`src/rtl/rv32i_pkg.sv`:
```
// Shared definitions for the branch/PC sequencer: FSM state encoding,
// instruction size and trap cause codes.
package rv32i_pkg;

  typedef enum logic [1:0] {
    ST_FETCH = 2'd0,
    ST_ISSUE = 2'd1,
    ST_EXEC  = 2'd2,
    ST_TRAP  = 2'd3
  } state_t;

  localparam logic [31:0] INSTR_BYTES      = 32'd4;
  localparam logic [3:0]  MISALIGNED_FETCH = 4'd0;

endpackage

```
`src/rtl/pc_target_calc.sv`:
```
// Combinational next-PC selection for the in-flight instruction, plus the
// alignment check on that target and the link address for JAL/JALR.
module pc_target_calc
  import rv32i_pkg::*;
(
  input  logic [31:0] pc,
  input  logic        res_taken,
  input  logic        res_jump,
  input  logic        res_jalr,
  input  logic [31:0] res_imm,
  input  logic [31:0] res_rs1,
  output logic [31:0] target,
  output logic        misaligned,
  output logic [31:0] link_addr
);

  // Jumps outrank the branch-taken flag; JALR clears only bit 0.
  always_comb begin
    target = pc + INSTR_BYTES;
    if (res_jump && res_jalr) begin
      target = (res_rs1 + res_imm) & ~32'h1;
    end else if (res_jump || res_taken) begin
      target = pc + res_imm;
    end
  end

  assign misaligned = (target[1:0] != 2'b00);
  assign link_addr  = pc + INSTR_BYTES;

endmodule

```
`src/rtl/branch_pc_sequencer.sv`:
```
// Single-outstanding fetch sequencer: fetches one instruction, issues it,
// waits for its resolution and either moves to the target PC or traps.
module branch_pc_sequencer
  import rv32i_pkg::*;
#(
  parameter logic [31:0] RESET_PC    = 32'h0000_0000,
  parameter logic [31:0] TRAP_VECTOR = 32'h0000_0100
) (
  input  logic        clk,
  input  logic        reset,
  output logic        fetch_req,
  output logic [31:0] fetch_addr,
  input  logic        fetch_ack,
  output logic        instr_issue,
  output logic [31:0] pc,
  input  logic        res_valid,
  input  logic        res_taken,
  input  logic        res_jump,
  input  logic        res_jalr,
  input  logic [31:0] res_imm,
  input  logic [31:0] res_rs1,
  output logic [31:0] link_addr,
  output logic        trap,
  output logic [31:0] trap_epc,
  output logic [31:0] trap_tval,
  input  logic        trap_clear,
  output logic [31:0] retire_count
);

  state_t      state;
  logic [31:0] target;
  logic        misaligned;

  pc_target_calc u_target_calc (
    .pc         (pc),
    .res_taken  (res_taken),
    .res_jump   (res_jump),
    .res_jalr   (res_jalr),
    .res_imm    (res_imm),
    .res_rs1    (res_rs1),
    .target     (target),
    .misaligned (misaligned),
    .link_addr  (link_addr)
  );

  assign fetch_addr = pc;

  always_ff @(posedge clk or posedge reset) begin
    if (reset) begin
      state        <= ST_FETCH;
      pc           <= RESET_PC;
      fetch_req    <= 1'b0;
      instr_issue  <= 1'b0;
      trap         <= 1'b0;
      trap_epc     <= 32'h0;
      trap_tval    <= 32'h0;
      retire_count <= 32'h0;
    end else begin
      instr_issue <= 1'b0;
      case (state)
        // An ack seen before the request is raised belongs to no request.
        ST_FETCH: begin
          if (!fetch_req) begin
            fetch_req <= 1'b1;
          end else if (fetch_ack) begin
            fetch_req   <= 1'b0;
            instr_issue <= 1'b1;
            state       <= ST_ISSUE;
          end
        end
        ST_ISSUE: begin
          state <= ST_EXEC;
        end
        ST_EXEC: begin
          if (res_valid) begin
            if (misaligned) begin
              trap      <= 1'b1;
              trap_epc  <= pc;
              trap_tval <= target;
              state     <= ST_TRAP;
            end else begin
              pc           <= target;
              retire_count <= retire_count + 32'd1;
              fetch_req    <= 1'b1;
              state        <= ST_FETCH;
            end
          end
        end
        ST_TRAP: begin
          if (trap_clear) begin
            trap      <= 1'b0;
            pc        <= TRAP_VECTOR;
            fetch_req <= 1'b1;
            state     <= ST_FETCH;
          end
        end
        default: state <= ST_FETCH;
      endcase
    end
  end

endmodule

```
`config.mk`:
```
export PLATFORM = sky130hd
export DESIGN_NAME = branch_pc_sequencer
export DESIGN_NICKNAME = d
export VERILOG_FILES = /design/src/rtl/rv32i_pkg.sv /design/src/rtl/pc_target_calc.sv /design/src/rtl/branch_pc_sequencer.sv
export SDC_FILE = /design/constraint.sdc
export NUM_CORES = 1
export LEC_CHECK = 0
export ABC_AREA = 1
export CAP_MARGIN = 20
export CORE_MARGIN = 8
export CORE_UTILIZATION = 52
export CTS_CLUSTER_DIAMETER = 120
export CTS_CLUSTER_SIZE = 28
export DETAILED_ROUTE_END_ITERATION = 8
export GPL_TIMING_DRIVEN = 0
export PLACE_DENSITY = 0.81
export SLEW_MARGIN = 10
export SYNTH_ARGS = -nofsm -noshare
export SYNTH_HDL_FRONTEND = slang
export SYNTH_HIERARCHICAL = 1
export SYNTH_SLANG_ARGS = --single-unit
export TNS_END_PERCENT = 1
```
`constraint.sdc`:
```
create_clock -name clk -period 5.57 [get_ports clk]
set_clock_uncertainty 0.05 [all_clocks]
set_input_delay 1.114 -clock clk [delete_from_list [all_inputs] [get_ports clk]]
set_output_delay 1.114 -clock clk [all_outputs]
set_load 0.01 [all_outputs]
```
==> summary.md <==
| Metric | Value |
|---|---|
| RSZ-0062 raised after global routing | no |
| Final std cells w/o fill | 2450 |
| TritonCTS Buffers | 17 |
| Vias in the first global route | 13700 |
| Pre-CTS setup slack | 1.46 ns |
| Buf/Inv on CP | 2 |
| Crit path capture type | primary output |
| Total Routing Usage GR | 35.6% |
| Yosys warns | 6 |
| Largest family of logic cells by synthesized area | simple AND/OR/NAND/NOR gates |
| Placed cell count | 2418 |
| Yosys top cell area share | 28.4% |
| N_diodes | 0 |
| Simple-Gate Fraction of Synth Area | 39.2% |
| Maximum vdd ir drop | 0.378 mV |
| Number of cells on the critical path | 9 |
| Post-synthesis mux area share | 0% |
| Drt drc | 0 |
| CTS tree | done |
| First-pass GRT wire length | 77300 um |
| H-tree levels | 4 |
| Slew of the pin with the lowest slew margin | 0.750 ns |
| Reg2reg start | fetch_addr[2] |
| Post-synth ARST share | 100% |
| Crit path largest cell delay | 0.68 ns |
| Synth-to-Final Area Change | 31.3% |
| Cell repeated most along the worst path | nand2_2 |
| Synth Cell Area | 0.0117 mm^2 |
| Area share of fa/ha/maj cells after synthesis | 7.06% |
| Most common cell in the netlist | nand2_1 |
| Core ar. | 0.0224 mm^2 |
| Top delay family on crit path | simple AND/OR/NAND/NOR gates |
| Grt total ovfl | 0 |
| PostCTS Resize Cnt | 0 |
| Register area share after synthesis | 28.4% |
| Clk root buf | clkbuf_16 |
| EDFF count, synth | 0 |
| Worst setup margin | 0.858 ns |
| Layout cells sized above 1 | 5.87% |
| Post-Route Utilization | 68.7% |
| Final hold vios | 0 |
| Worst setup SP type | flop |
| Pleak | 7.75 nW |
| Syn Area/Cell | 6.29 um^2 |
| Min-Delay Startpoint | trap_tval[18] |
| # Post-CTS Setup Buffers | 0 |
| Port Buffer Count | 266 |
| Status | finished, final reports clean |
| Worst Path Arrival | 3.55 ns |
| Most instantiated cells after synthesis | nand2_1 (674), inv_1 (257), nand3_1 (160), nor2_1 (145), dfrtp_1 (133) |
| Vias after detailed routing | 14000 |
| Cells along the critical path | ha_1 > nand2_2 > nor2_4 > nand3_4 > nor3_4 > nand2_2 > xor2_1 > inv_1 > clkdlybuf4s50_1 |
| Starting density of the core | 52.3% |
| WL/cell | 20.6 um |
| Fin nets | 2289 |
| Tmin final | 4.71 ns |
| Pwr Density | 494 mW/mm^2 |
| Largest net degree at the start of global routing | 96 |
| Min-delay worst type | flop to flop |
| Vias per std cell | 5.73 |
| Peak fanout along the critical path | 10 |
| FP Rows | 55 |
| Detailed Route WL | 50400 um |
| Filler instances | 1908 |
| RR Endpoint | fetch_addr[16] |
| R2R setup slack | 2.27 ns |
| Synth area leaders | dfrtp_1 (28%), nand2_1 (22%), inv_1 (8.2%) |
| Die extent in y | 166 um |
| Clock Tree Buf Depth | 2 |
| Critical path's slowest cell | dfrtp_1 |
| Crit path to | link_addr[16] |
| Final setup fails | 0 |
| Max-cap violation count | 0 |
| Xor and xnor area share after synthesis | 4.53% |
| DRC marker count from the first detailed-route iteration | 2068 |
| Die W | 166 um |
| DIE AREA | 0.0276 mm^2 |
| Yosys cell types | 42 |
| Reg2Reg Depth | 12 |
| Final period utilization | 84.6% |
| Max Clock Freq | 212 MHz |
| Clock Pin Slew Worst Setup and Hold Paths | 0.06 ns |
| DRT Pass-1 Iters | 7 |
| Final slew viol count | 0 |
| Ports | 267 |
| Syn_nets | 2003 |
| Most common flop cell mapped by yosys | dfrtp_1 |
| CTS Hold Bufs | 0 |
| Synth Register Bits | 133 |
| Cell taking the most area after synthesis | dfrtp_1 |
| Clk_lat worst skew | 0.43 ns |
| CTS sink count | 133 |
| Post-detail-place hpwl | 40200 um |
| CP required | 4.41 ns |
| GP Congestion | 1.01 |
| Critical path type | flop to primary output |
| Initial antenna violation count | 0 |
| Cells after synthesis | 1866 |
| Compound-Gate Fraction of Synth Area | 8.99% |
| Overall power | 7.62 mW |
| Slew headroom | 50.0% |
| ANT nets after route | 0 |
| Setup crit start | fetch_addr[2] |
[area by class of cell]
cell class	count	area (um^2)	share of cell area (%)
inverters	260	981	6.37
plain buffers	68	423	2.74
clock buffers	17	425	2.76
well taps	285	357	2.31
flip-flops and latches	133	3330	21.6
repair buffers	267	2690	17.5
clock inverters	15	194	1.26
multi-input cells	1405	7010	45.5
[cell usage in the layout, fill, tap and decap left out, drive strengths merged, types with 6 or more instances in the layout]
master         Yosys  final
nand3b            16     16
o21ai            109    109
nand3            165    165
dfrtp            133    133
o21bai            13     13
nor2             160    160
buf               58     59
clkbuf            10     27
or2                6      6
xnor2             20     20
a21oi             64     64
nor3              37     37
nand4             14     14
clkdlybuf4s50      0    266
ha                63     63
inv              259    266
xor2              39     39
nand2            680    680
[how the worst min path moves through the flow]
stage | endpoint | slack, ns | cells past startpoint
global placement | trap_tval[5] | 0.40 | 2
detailed placement | trap_tval[18] | 0.41 | 2
CTS | trap_tval[18] | 0.42 | 2
global route | trap_tval[28] | 0.45 | 2
floorplan | trap_tval[0] | 0.46 | 2
finish | trap_tval[18] | 0.42 | 2
[cell families (layout without fill, tap and decap cells)]
logic type | Yosys count | after routing
AOI/OAI and AO/OA | 198 | 198
xor gates and xnor gates | 59 | 59
adders and majority gates | 65 | 65
buffers and inverters | 328 | 627
DFF | 133 | 133
and+or+nand+nor | 1083 | 1083
[sequential cells by signal, indices dropped and copies added, names as in the netlist]
name	cells
fetch_req	1
fetch_addr	32
trap_epc	32
retire_count	32
trap_tval	32
instr_issue	1
trap	1
state	2
[power breakdown]
part / internal (mW) / switching, mW
logic: 1.92 / 2.63
clock network: 0.718 / 0.485
registers: 1.30 / 0.561
total: 3.94 / 3.67
[worst register-to-register path, delay by kind of cell (launching register included)]
family | cells | cell delay [ns]
AO/OA/AOI/OAI | 1 | 0.08
XOR/XNOR | 1 | 0.43
adder cells (fa/ha/maj) | 1 | 0.45
flip-flops | 1 | 0.68
AND/OR/NAND/NOR | 9 | 1.49
[stage by stage]
step	setup TNS (ns)	instance area (um^2)	hold WS, ns
CTS	0	15400	0.423
global placement	-102.88	14800	0.403
finish	0	15400	0.422
detailed placement	0	14800	0.409
global route	0	15400	0.452
floorplan	0	11700	0.459
[layer usage]
metal / vias to the layer above / global-route usage (%) / share of wire (%)
met5: - / 0 / 0
li1: 6448 / - / -
met3: 180 / 8.77 / 12
met1: 6428 / 43.3 / 38
met2: 991 / 58.5 / 45
met4: 0 / 17.2 / 4.9
No activity file was read; power rests on OpenSTA's default activity.
